## config.mk

```make
export PLATFORM = sky130hd
export DESIGN_NAME = sdram_line_reader
export DESIGN_NICKNAME = d
export VERILOG_FILES = /design/src/rtl/sdram_line_reader.sv
export SDC_FILE = /design/constraint.sdc
export NUM_CORES = 1
export LEC_CHECK = 0
export CAP_MARGIN = 20
export CORE_AREA = 2 2 197 199
export CTS_CLUSTER_SIZE = 24
export DETAILED_ROUTE_END_ITERATION = 8
export DIE_AREA = 0 0 199 201
export GPL_TIMING_DRIVEN = 1
export PLACE_DENSITY_LB_ADDON = 0.15
export SLEW_MARGIN = 20
export SYNTH_ARGS = -nofsm -noshare
export SYNTH_HDL_FRONTEND = slang
export SYNTH_SLANG_ARGS = --single-unit
```

## constraint.sdc

```tcl
create_clock -name clk -period 5.7 [get_ports clk]
set_clock_uncertainty 0.15 [all_clocks]
set_input_delay 0.57 -clock clk [delete_from_list [all_inputs] [get_ports clk]]
set_output_delay 0.57 -clock clk [all_outputs]
set_load 0.01 [all_outputs]
```

## src/rtl/sdram_line_reader.sv

```systemverilog
// sdram_line_reader
//   Avalon-MM read master that fetches a run of consecutive 16-bit words
//   from SDRAM with pipelined reads. The words are buffered in an internal
//   FIFO and presented on a valid/ready stream. Reads in flight are
//   credit-limited against free FIFO space, so returning data always fits.
//
// Ports
//   clk, rst            clock (rising edge), asynchronous active-low reset
//   start, abort        command pulse (IDLE only) / cancel level
//   base_addr           first word address, latched on start
//   word_count          number of words, latched on start
//   busy, done          transfer in progress / one-cycle completion pulse
//   m0_*                Avalon-MM read master towards the SDRAM bridge
//   out_data/valid      stream output (FIFO head)
//   out_ready           stream back-pressure
module sdram_line_reader #(
    parameter int FIFO_DEPTH  = 16,
    parameter int MAX_PENDING = 8
) (
    input  logic        clk,
    input  logic        rst,
    input  logic        start,
    input  logic        abort,
    input  logic [25:0] base_addr,
    input  logic [15:0] word_count,
    output logic        busy,
    output logic        done,
    output logic [25:0] m0_address,
    output logic        m0_read,
    output logic        m0_write,
    output logic [15:0] m0_writedata,
    output logic        m0_chipselect,
    output logic [1:0]  m0_byteenable,
    input  logic        m0_waitrequest,
    input  logic        m0_readdatavalid,
    input  logic [15:0] m0_readdata,
    output logic [15:0] out_data,
    output logic        out_valid,
    input  logic        out_ready
);

    localparam int          AW    = $clog2(FIFO_DEPTH);
    localparam int          UW    = $clog2(FIFO_DEPTH + 1);
    localparam int          PW    = $clog2(MAX_PENDING + 1);
    localparam int unsigned DEPTH = FIFO_DEPTH;
    localparam int unsigned MAXP  = MAX_PENDING;

    typedef enum logic [2:0] {
        S_IDLE,
        S_RUN,
        S_DRAIN,
        S_FINISH,
        S_ABORT
    } state_t;

    state_t          state;
    logic [25:0]     addr;
    logic [15:0]     count;
    logic [15:0]     issued;
    logic [15:0]     received;
    logic [PW-1:0]   pending;
    logic            stall_q;

    logic [15:0]     mem [FIFO_DEPTH];
    logic [AW-1:0]   wr_ptr;
    logic [AW-1:0]   rd_ptr;
    logic [UW-1:0]   fifo_used;
    logic [UW-1:0]   used_next;

    logic            can_issue;
    logic            stalled;
    logic            accept;
    logic            ret;
    logic            go_abort;
    logic            push;
    logic            pop;

    // Credit rule: words already buffered plus reads in flight never exceed
    // the FIFO capacity.
    assign can_issue = (state == S_RUN) && (issued < count) &&
                       (32'(pending) < MAXP) &&
                       ((32'(fifo_used) + 32'(pending)) < DEPTH);

    // A request already presented during a stall is held even if abort
    // rises; abort only suppresses fresh requests.
    assign m0_read   = can_issue && (!abort || stall_q);
    assign stalled   = m0_read && m0_waitrequest;
    assign accept    = m0_read && !m0_waitrequest;
    assign ret       = m0_readdatavalid && (pending != '0);
    assign go_abort  = abort && (((state == S_RUN) && !stalled) || (state == S_DRAIN));

    assign push      = ret && ((state == S_RUN) || (state == S_DRAIN)) && !go_abort;
    assign out_valid = (fifo_used != '0) && (state != S_ABORT);
    assign pop       = out_valid && out_ready;
    assign used_next = fifo_used + UW'(push) - UW'(pop);

    assign m0_address    = addr;
    assign m0_write      = 1'b0;
    assign m0_writedata  = '0;
    assign m0_chipselect = m0_read;
    assign m0_byteenable = 2'b11;
    assign out_data      = mem[rd_ptr];

    always_ff @(posedge clk or negedge rst) begin
        if (!rst) begin
            state    <= S_IDLE;
            busy     <= 1'b0;
            done     <= 1'b0;
            addr     <= '0;
            count    <= '0;
            issued   <= '0;
            received <= '0;
            pending  <= '0;
            stall_q  <= 1'b0;
        end else begin
            done    <= 1'b0;
            stall_q <= stalled;
            if (accept) begin
                issued <= issued + 16'd1;
                addr   <= addr + 26'd1;
            end
            if (accept && !ret)
                pending <= pending + PW'(1);
            else if (!accept && ret)
                pending <= pending - PW'(1);
            if (push)
                received <= received + 16'd1;

            case (state)
                S_IDLE: begin
                    if (start) begin
                        addr     <= base_addr;
                        count    <= word_count;
                        issued   <= '0;
                        received <= '0;
                        busy     <= 1'b1;
                        if (word_count == '0) begin
                            state <= S_FINISH;
                            done  <= 1'b1;
                        end else begin
                            state <= S_RUN;
                        end
                    end
                end
                S_RUN: begin
                    if (go_abort)
                        state <= S_ABORT;
                    else if (issued == count)
                        state <= S_DRAIN;
                end
                S_DRAIN: begin
                    if (go_abort) begin
                        state <= S_ABORT;
                    end else if ((received == count) && (used_next == '0)) begin
                        state <= S_FINISH;
                        done  <= 1'b1;
                    end
                end
                S_FINISH: begin
                    state <= S_IDLE;
                    busy  <= 1'b0;
                end
                S_ABORT: begin
                    if (pending == '0) begin
                        state <= S_IDLE;
                        busy  <= 1'b0;
                    end
                end
                default: begin
                    state <= S_IDLE;
                    busy  <= 1'b0;
                end
            endcase
        end
    end

    always_ff @(posedge clk or negedge rst) begin
        if (!rst) begin
            wr_ptr    <= '0;
            rd_ptr    <= '0;
            fifo_used <= '0;
        end else if (go_abort) begin
            wr_ptr    <= '0;
            rd_ptr    <= '0;
            fifo_used <= '0;
        end else begin
            if (push)
                wr_ptr <= wr_ptr + AW'(1);
            if (pop)
                rd_ptr <= rd_ptr + AW'(1);
            fifo_used <= used_next;
        end
    end

    always_ff @(posedge clk) begin
        if (push)
            mem[wr_ptr] <= m0_readdata;
    end

    a_no_overflow: assert property (@(posedge clk) disable iff (!rst)
        !(push && !pop && (fifo_used == UW'(FIFO_DEPTH))));

endmodule

```

==> impl_metrics.tcl <==
set metrics [dict create \
    drt-initial-drc-count 626 \
    clk_latency_ns 0.54 \
    muxShareOfSynthArea 0.120 \
    place_area_mm2 0.0174 \
    synth_area_leader_cell "edfxtp_1" \
    crit_fanout 31 \
    n_fill_cell 3287 \
    io_buffer_count 111 \
    top_usage_layer "met2" \
    timing.final.crit_share 0.807 \
    fin_nets 1279 \
    synth-simple-area-share 0.0922 \
    cts.htree.levels 2 \
    maxCapViolations 0 \
    grt_util_met2 0.309 \
    required_ns 5.96 \
    crit_chain "inv_1 -> ha_1 -> a21oi_1 -> nor2_1 -> a211oi_1 -> o2111ai_2 -> buf_4 -> o311a_1 -> nor2_1 -> buf_4 -> inv_2 -> ha_1 -> inv_1 -> ha_1 -> inv_1 -> fa_1 -> inv_1 -> a21oi_1 -> o21bai_1 -> xnor2_1 -> and4_1 -> o21ai_0 -> o21ai_0" \
    regArea_mm2 0.0101 \
    drt_wl_total_mm 36.7 \
    start_kind "flop" \
    stdcell_count 1723 \
    fin_tns_setup_ns 0 \
    period_needed_ns 4.60 \
    cts_buffers 40 \
    max_stage_delay_ns 0.40 \
    crit_path_frequent_cell "inv_1" \
    yosys.area_share.adder 0.0313 \
    cp_slowest_cell "o311a_1" \
    viasPerCell 5.33 \
    setup-violations-final 0 \
    yosysMostFrequentCell "edfxtp_1" \
    synth-xor-area-share 0.0319 \
    vias 9188 \
    antenna_cells 0 \
    hpwl_mm 22.8 \
    fin_area_mm2 0.0187 \
    hold_viol_final 0 \
    p_leak_nw 6.46 \
    use_met1 0.259 \
    drv_slew 0 \
    ys_top_cells_by_area "edfxtp_1 (49%), dfrtp_1 (15%), mux4_2 (11%), ha_1 (2.9%), xnor2_1 (2.8%)" \
    min-delay-start "pending[3]$_DFFE_PN0P_" \
    ys_types 57 \
    synth_top_family_by_area "multiplexers" \
    syn_avg_cell_area_um2 14.9 \
    synth_common_cells "edfxtp_1 (256), nand2_1 (99), dfrtp_1 (97), mux4_2 (80), o21ai_0 (55)" \
    timing.critical_path.buf_inv 7 \
    maxSlewHeadroom 0.226 \
    ant_nets 0 \
    grt_pass1_vias 9522 \
    ys_warn_count 0 \
    synth_compound_area_frac 0.0447 \
    async_flop_share 0.275 \
    antenna_found_initial 0 \
    layout-drive-gt1-share 0.150 \
    timing.critical_path.arrival_ns 4.86 \
    clockBufferDepth 3 \
    timing.fmax_ghz 0.217 \
    cts_tree "built" \
    ys_seq_area_frac 0.645 \
    r2r-start "count[9]$_DFFE_PN0P_" \
    place_congestion 0.843 \
    synth_edf_count 256 \
    core_mm2 0.0381 \
    firstDrtPassIters 7 \
    grt_usage 0.190 \
    grt_pass1_wl_mm 57.0 \
    syn_inst 1052 \
    root_buffer "clkbuf_16" \
    grt_max_degree 104 \
    netlist.area_leader.share 0.491 \
    overflow 0 \
    hold_path_class "reg -> reg" \
    multi_input_area_mm2 0.00514 \
    end_kind "flop" \
    cts.sinks 353 \
    synth_area_mm2 0.0157 \
    cpLargestDelayFamily "compound AO/OA/AOI/OAI gates" \
    clk_pin_slew_ns 0.06 \
    worstSetupStartpoint "count[9]$_DFFE_PN0P_" \
    start_util 0.411 \
    rsz0062_at_grt "false" \
    wire_per_inst_um 21.3 \
    die_x_um 199 \
    drc_errors 0 \
    worst_slew_pin_slew_ns 1.16 \
    die_area_mm2 0.0400 \
    power_density_mw_per_mm2 463 \
    dp.cells 1651 \
    crit_type "reg -> reg" \
    rows 72 \
    status "completed" \
    irDropWorstVdd_v 0.000329 \
    ios 131 \
    area_growth_pct 19.3 \
    grtUsageMet3 0.0311 \
    ys.flop_type "edfxtp_1" \
    die_y_um 201 \
    synth_seq_cells 353 \
]
-- what timing repair did --
action	4_1_cts	5_1_grt
resized for setup	0	0
setup buffers	0	0
hold buffers	1	0
setup endpoints to repair	0	0
hold endpoints to repair	47	0
-- area by class of cell --
class,count,area share
inverters,41,0.00824
repair buffers,140,0.0718
clock buffers,48,0.0557
flip-flops and latches,353,0.542
well taps,518,0.0347
multi-input cells,600,0.275
clock inverters,23,0.0130
-- final timing paths --
kind                                                  to  slack (ns)  cells after the start
max in group asynchronous       m0_address[19]$_DFF_PN0_        3.78                      3
worst min-delay path              pending[3]$_DFFE_PN0P_        0.39                      1
worst max-delay path                state[0]$_DFFE_PN0P_        1.10                     23
worst min register to register    pending[3]$_DFFE_PN0P_        0.39                      1
worst max register to register      state[0]$_DFFE_PN0P_        1.10                     23
min in group asynchronous               busy$_DFFE_PN0P_        0.44                      2
-- layer usage --
layer | up-vias | part of all wire
met3 | 60 | 0.043
met1 | 4665 | 0.44
li1 | 4250 | -
met2 | 213 | 0.49
met4 | 0 | 0.026
met5 | - | 0
-- through the flow --
step                hold WS (ns)  utilization  setup slack [ns]  power [mW]
floorplan                  0.124            -              1.38        5.13
global placement           0.373        0.456              1.02        6.18
detailed placement         0.382        0.456             0.918        6.20
CTS                        0.390        0.490              1.07        8.78
global route               0.439        0.490             0.658        9.14
finish                     0.388        0.490              1.10        8.65
-- flip-flops by register name (all words and copies together) (netlist names) --
| register | count |
|---|---|
| issued | 16 |
| fifo_used | 5 |
| pending | 4 |
| count | 16 |
| stall_q | 1 |
| rd_ptr | 4 |
| m0_address | 26 |
| done | 1 |
| wr_ptr | 4 |
| busy | 1 |
| state | 3 |
| mem | 256 |
| received | 16 |
-- report_power, final --
part | switching, mW | internal [mW]
logic | 1.21 | 1.41
registers | 0.441 | 3.05
clock network | 1.02 | 1.53
-- cell families (layout without fill, tap and decap cells) --
family / count (synthesis) / after routing
adder cells (fa/ha/maj): 38 / 38
XOR/XNOR: 57 / 57
flip-flops: 353 / 353
multiplexers: 87 / 87
buffers and inverters: 116 / 252
AND/OR/NAND/NOR: 279 / 279
AO/OA/AOI/OAI: 120 / 120
other: 2 / 19
-- cell usage in the layout (no fill, tap or decap), types with 4 or more instances in the layout --
cell type / Yosys / routed
xor2_1: 7 / 7
ha_1: 36 / 36
bufinv_16: 0 / 5
xnor2_1: 50 / 50
nand4_1: 22 / 22
clkbuf_16: 0 / 40
o21ai_0: 55 / 55
o31ai_1: 11 / 11
buf_4: 21 / 28
mux2i_1: 6 / 6
edfxtp_1: 256 / 256
conb_1: 2 / 19
or3_1: 7 / 7
and3_1: 12 / 12
a21oi_1: 28 / 28
clkinv_1: 0 / 13
nand2b_1: 5 / 5
and4b_1: 4 / 4
or4_1: 13 / 13
nor3_2: 0 / 4
o211ai_1: 5 / 5
nand3_1: 20 / 20
clkdlybuf4s50_1: 0 / 110
dfrtp_1: 97 / 95
nand2_1: 99 / 99
nor3_1: 16 / 12
nor2_1: 36 / 33
nor4_1: 25 / 24
mux4_2: 80 / 80
clkbuf_1: 32 / 7
and4_1: 5 / 5
inv_1: 39 / 39
Power figures use the tool's default switching activity.
